**config.mk**
```make
export PLATFORM = sky130hd
export DESIGN_NAME = ps2_host_tx
export DESIGN_NICKNAME = d
export VERILOG_FILES = /design/src/rtl/ps2_host_tx.sv
export SDC_FILE = /design/constraint.sdc
export NUM_CORES = 1
export LEC_CHECK = 0
export ABC_AREA = 1
export ABC_CLOCK_PERIOD_IN_PS = 3050
export CORE_ASPECT_RATIO = 2
export CORE_MARGIN = 10
export CORE_UTILIZATION = 40
export DETAILED_ROUTE_END_ITERATION = 10
export PLACE_DENSITY_LB_ADDON = 0.08
export SYNTH_ARGS = -nofsm -noshare
export SYNTH_HDL_FRONTEND = slang
export SYNTH_SLANG_ARGS = --single-unit
```
**constraint.sdc**
```tcl
create_clock -name Clock -period 3.05 [get_ports Clock]
set_clock_uncertainty 0.2 [all_clocks]
set_input_delay 0.305 -clock Clock [delete_from_list [all_inputs] [get_ports Clock]]
set_output_delay 0.305 -clock Clock [all_outputs]
set_load 0.02 [all_outputs]
```
**src/rtl/ps2_host_tx.sv**
```systemverilog
// PS/2 host-to-device transmitter: sends one command byte using the open-drain
// request-to-send sequence. Lines are driven only through active-high pull-low enables.
module ps2_host_tx #(
   parameter int unsigned INHIBIT_CYCLES = 5000,
   parameter int unsigned TIMEOUT_CYCLES = 750000,
   parameter int unsigned FILTER_LEN     = 8
) (
   input  logic       Clock,
   input  logic       Reset,
   input  logic       iSend,
   input  logic [7:0] iData,
   input  logic       iPS2_CLK,
   input  logic       iPS2_DATA,
   output logic       oPS2_CLK_OE,
   output logic       oPS2_DATA_OE,
   output logic       oBusy,
   output logic       oDone,
   output logic       oError
);

   localparam int unsigned InhW = (INHIBIT_CYCLES > 1) ? $clog2(INHIBIT_CYCLES) : 1;
   localparam int unsigned ToW  = (TIMEOUT_CYCLES > 1) ? $clog2(TIMEOUT_CYCLES) : 1;
   localparam logic [InhW-1:0] InhLast = InhW'(INHIBIT_CYCLES - 1);
   localparam logic [ToW-1:0]  ToLast  = ToW'(TIMEOUT_CYCLES - 1);

   typedef enum logic [2:0] {
      StIdle,
      StInhibit,
      StReq,
      StShift,
      StAck,
      StWaitIdle
   } state_e;

   // Input conditioning
   logic [1:0]            clk_sync_q, clk_sync_d;
   logic [1:0]            data_sync_q, data_sync_d;
   logic [FILTER_LEN-1:0] filt_sr_q, filt_sr_d;
   logic                  filt_q, filt_d;
   logic                  filt_prev_q, filt_prev_d;
   logic                  fe;

   // Transaction state
   state_e          state_q, state_d;
   logic [InhW-1:0] inh_cnt_q, inh_cnt_d;
   logic [ToW-1:0]  to_cnt_q, to_cnt_d;
   logic [3:0]      bit_idx_q, bit_idx_d;
   logic [7:0]      data_q, data_d;
   logic            parity_q, parity_d;
   logic            clk_oe_q, clk_oe_d;
   logic            data_oe_q, data_oe_d;
   logic            done_q, done_d;
   logic            error_q, error_d;
   logic            active;

   // Idle bus is high, so conditioning resets to ones to avoid a spurious edge.
   always_comb begin
      clk_sync_d  = {clk_sync_q[0], iPS2_CLK};
      data_sync_d = {data_sync_q[0], iPS2_DATA};
      filt_sr_d   = {filt_sr_q[FILTER_LEN-2:0], clk_sync_q[1]};
      filt_prev_d = filt_q;
      filt_d      = filt_q;
      if (&filt_sr_q) begin
         filt_d = 1'b1;
      end else if (~|filt_sr_q) begin
         filt_d = 1'b0;
      end
   end

   assign fe = filt_prev_q & ~filt_q;

   always_ff @(posedge Clock or posedge Reset) begin
      if (Reset) begin
         clk_sync_q  <= '1;
         data_sync_q <= '1;
         filt_sr_q   <= '1;
         filt_q      <= 1'b1;
         filt_prev_q <= 1'b1;
      end else begin
         clk_sync_q  <= clk_sync_d;
         data_sync_q <= data_sync_d;
         filt_sr_q   <= filt_sr_d;
         filt_q      <= filt_d;
         filt_prev_q <= filt_prev_d;
      end
   end

   assign active = (state_q == StReq) || (state_q == StShift) ||
                   (state_q == StAck) || (state_q == StWaitIdle);

   always_comb begin
      state_d   = state_q;
      inh_cnt_d = '0;
      to_cnt_d  = '0;
      bit_idx_d = bit_idx_q;
      data_d    = data_q;
      parity_d  = parity_q;
      clk_oe_d  = clk_oe_q;
      data_oe_d = data_oe_q;
      done_d    = 1'b0;
      error_d   = 1'b0;

      case (state_q)
         StIdle: begin
            clk_oe_d  = 1'b0;
            data_oe_d = 1'b0;
            bit_idx_d = '0;
            // A request coinciding with the completion pulse is dropped.
            if (iSend && !done_q && !error_q) begin
               data_d   = iData;
               parity_d = ~^iData;
               clk_oe_d = 1'b1;
               state_d  = StInhibit;
            end
         end
         StInhibit: begin
            clk_oe_d = 1'b1;
            if (inh_cnt_q == InhLast) begin
               clk_oe_d  = 1'b0;
               data_oe_d = 1'b1;
               state_d   = StReq;
            end else begin
               inh_cnt_d = inh_cnt_q + 1'b1;
            end
         end
         StReq: begin
            to_cnt_d = to_cnt_q + 1'b1;
            // The first device edge after the start bit presents data bit 0.
            if (fe) begin
               data_oe_d = ~data_q[0];
               bit_idx_d = 4'd1;
               state_d   = StShift;
            end
         end
         StShift: begin
            to_cnt_d = to_cnt_q + 1'b1;
            if (fe) begin
               bit_idx_d = bit_idx_q + 1'b1;
               if (bit_idx_q < 4'd8) begin
                  data_oe_d = ~data_q[bit_idx_q[2:0]];
               end else if (bit_idx_q == 4'd8) begin
                  data_oe_d = ~parity_q;
               end else begin
                  data_oe_d = 1'b0;
                  state_d   = StAck;
               end
            end
         end
         StAck: begin
            to_cnt_d = to_cnt_q + 1'b1;
            if (fe) begin
               if (!data_sync_q[1]) begin
                  state_d = StWaitIdle;
               end else begin
                  error_d = 1'b1;
                  state_d = StIdle;
               end
            end
         end
         StWaitIdle: begin
            to_cnt_d = to_cnt_q + 1'b1;
            if (filt_q && data_sync_q[1]) begin
               done_d  = 1'b1;
               state_d = StIdle;
            end
         end
         default: begin
            clk_oe_d  = 1'b0;
            data_oe_d = 1'b0;
            state_d   = StIdle;
         end
      endcase

      if (active && (to_cnt_q == ToLast)) begin
         clk_oe_d  = 1'b0;
         data_oe_d = 1'b0;
         done_d    = 1'b0;
         error_d   = 1'b1;
         to_cnt_d  = '0;
         state_d   = StIdle;
      end
   end

   always_ff @(posedge Clock or posedge Reset) begin
      if (Reset) begin
         state_q   <= StIdle;
         inh_cnt_q <= '0;
         to_cnt_q  <= '0;
         bit_idx_q <= '0;
         data_q    <= '0;
         parity_q  <= 1'b0;
         clk_oe_q  <= 1'b0;
         data_oe_q <= 1'b0;
         done_q    <= 1'b0;
         error_q   <= 1'b0;
      end else begin
         state_q   <= state_d;
         inh_cnt_q <= inh_cnt_d;
         to_cnt_q  <= to_cnt_d;
         bit_idx_q <= bit_idx_d;
         data_q    <= data_d;
         parity_q  <= parity_d;
         clk_oe_q  <= clk_oe_d;
         data_oe_q <= data_oe_d;
         done_q    <= done_d;
         error_q   <= error_d;
      end
   end

   assign oPS2_CLK_OE  = clk_oe_q;
   assign oPS2_DATA_OE = data_oe_q;
   assign oBusy        = (state_q != StIdle);
   assign oDone        = done_q;
   assign oError       = error_q;

endmodule

```
==> impl_metrics.yaml <==
global_routing:
  grt_pass1_wl_microns: 13400
  grt_max_degree: 39
  grt_pass1_vias: 2887
  antenna_found_initial: 0
  grt_util_all_layers_pct: 12.9
  grt-ovfl-total: 0
layout:
  fin_nets: 458
  n_antenna_cell: 0
  area_delta_synth_final_pct: 17.9
  drive_above_1_share_pct: 14.4
  fillerInstances: 837
worst_setup_path:
  critPathCaptureType: "register"
  rr_worst_depth: 8
  critical_path_cell_count: 8
  arrival_ns: 2.49
  slowest_stage: "dfrtp_1"
  worstPathMaxFanout: 8
  worst_setup_path_start_kind: "register"
  worst-path-buf-inv: 3
  critPathKind: "register to register"
  critical_path.top_delay_family: "simple AND/OR/NAND/NOR gates"
  critPathMaxStageDelay_ns: 0.57
  worst_ep_required_time_ns: 3.06
  path_cells: "inv_4, ha_1, inv_1, nor4_2, nand3_1, nand2_1, buf_4, nor3b_1"
logic_synthesis:
  netlist.area_leader.share_pct: 38.6
  syn_nets: 429
  synth.area.top_cells: "dfrtp_1 (39%), dfstp_2 (11%), nand2_1 (8.4%)"
  yosys_warnings: 0
  synth-main-ff-cell: "dfrtp_1"
  ys_types: 36
  yosysTopAreaCell: "dfrtp_1"
  synth_commonest_cells: "nand2_1 (77), inv_1 (56), dfrtp_1 (53)"
  ys_seq_area_share_pct: 49.3
  synth-edff-count: 0
  synthArstFlopShare_pct: 100
  synth.most_common_cell: "nand2_1"
  syn_area_sq_mm: 0.00344
  ys_ff_latch: 67
  netlist_instances: 409
  syn_avg_cell_area_sq_um: 8.40
pwr:
  pwr-share-clk_pct: 33.4
  power.internal_uw: 2130
  p_sw_share_pct: 35.4
  pwr-share-comb_pct: 31.6
  ir_drop_mv: 0.500
  p_switching_uw: 1160
  p_leak_uw: 0.00184
  p_seq_share_pct: 35.0
  p_total_uw: 3290
  power_density_mw_per_mm2: 812
die:
  design.core.area_sq_mm: 0.00835
  die-width_microns: 85.5
  die_area_sq_mm: 0.0129
  rows: 47
  die_h_microns: 151
  ios: 18
  start_util_pct: 41.2
clocking:
  h-tree-depth: 3
  clkLatencyLatePin_ns: 0.33
  root_buffer: "clkbuf_16"
  cts_tree: "built"
  numCtsBuffers: 9
  clock_sinks: 67
  hold_buffers: 0
  cts_resized: 0
  cts_setup_buffers: 0
  clk_pin_slew_ns: 0.06
  ctsLongestPathBuffers: 2
sta:
  setup_tns_ns: 0
  min_period_over_period_pct: 81.5
  rsz0062_at_grt: "false"
  final-setup-viol-count: 0
  finalHoldViolations: 0
  worst_pin_slew_ns: 0.502
  fin_crit_ns: 2.48
  slew_headroom_pct: 66.5
  max_clock_freq_mhz: 402
  drv_slew: 0
route:
  drt_iter0_markers: 138
  vias: 2691
  vias_per_cell: 4.97
  drc: 0
  wl_microns: 7660
  drtPass1Iterations: 4
  antenna_left: 0
  wl_per_cell_microns: 14.1
hold_path:
  hold_depth: 0
  holdCritPathClass: "register to register"
place:
  numPortBuffers: 17
  place.gp.congestion: 0.813
  hpwl_microns: 5940
run_status:
  status: "completed"
job:
  cap_violations: 0
[through the flow]
step / std cells / setup slack, ns / utilization, % / hold slack, ns / instance area (sq um)
2_1_floorplan: 409 / 0.885 / - / 0.109 / 3440
3_3_place_gp: 525 / 0.649 / 44.7 / 0.148 / 3740
3_5_place_dp: 525 / 0.560 / 44.7 / 0.149 / 3740
4_1_cts: 541 / 0.550 / 48.5 / 0.156 / 4050
5_1_grt: 541 / 0.355 / 48.5 / 0.157 / 4050
6_report: 541 / 0.565 / 48.5 / 0.155 / 4050
[final cells by class]
class | count | area, sq um | share of cell area [%]
multi-input combinational | 274 | 1470 | 36.3
clock inverter | 6 | 78.8 | 1.94
inverter | 65 | 246 | 6.08
tap | 98 | 123 | 3.02
sequential | 67 | 1690 | 41.8
clock buffer | 10 | 239 | 5.90
timing repair buffer | 21 | 200 | 4.94
[cell families after synthesis]
family,after synthesis,synth area share (%)
compound gates,40,6.37
xor+xnor,15,3.82
fa+ha+maj,7,2.55
buf+inv,68,7.86
flops,67,49.3
simple gates,212,30.1
[state kept, by name (all words and copies together) (netlist names)]
name	count
oError	1
state_q	3
oDone	1
filt_sr_q	8
bit_idx_q	4
filt_prev_q	1
to_cnt_q	20
oPS2_DATA_OE	1
clk_sync_q	2
data_sync_q	2
data_q	8
inh_cnt_q	13
parity_q	1
filt_prev_d	1
oPS2_CLK_OE	1
[routing by layer]
metal  vias to the layer above  GRT usage (%)  wire, microns
met5                         -              0              0
met4                         0           7.12            227
met3                        16           2.47            145
met2                        35           24.7           4500
met1                      1260           12.4           2780
li1                       1380              -              -
[power groups by stage]
stage	combinational, uW	sequential [uW]	clock (uW)
global placement	1040	1160	0
global route	1190	1170	1160
floorplan	779	1160	0
CTS	1060	1150	1120
detailed placement	1050	1160	0
finish	1040	1150	1100
[layout by cell type (no fill, tap or decap), drive strengths merged, types with 5 or more instances in the layout]
master	synthesis	layout
xnor2	9	9
nor4	5	5
nor3	18	18
inv	65	65
o21ai	14	14
nand3	34	34
ha	7	7
nand2	81	81
clkdlybuf4s50	0	17
clkbuf	0	10
dfrtp	53	53
nor2	55	55
xor2	6	6
nand4	11	11
dfstp	14	14
nor3b	7	7
a21oi	22	22
[final timing paths]
kind / from / endpoint / slack (ns)
setup / recovery: state_q[1] / to_cnt_q[3] / 0.57
hold reg to reg: data_sync_q[0] / data_sync_q[1] / 0.15
hold / removal: data_sync_q[0] / data_sync_q[1] / 0.15
max in group asynchronous: Reset / inh_cnt_q[3] / 2.07
min in group asynchronous: Reset / state_q[2] / 0.19
setup reg to reg: state_q[1] / to_cnt_q[3] / 0.57
(Power assumes the default switching activity.)
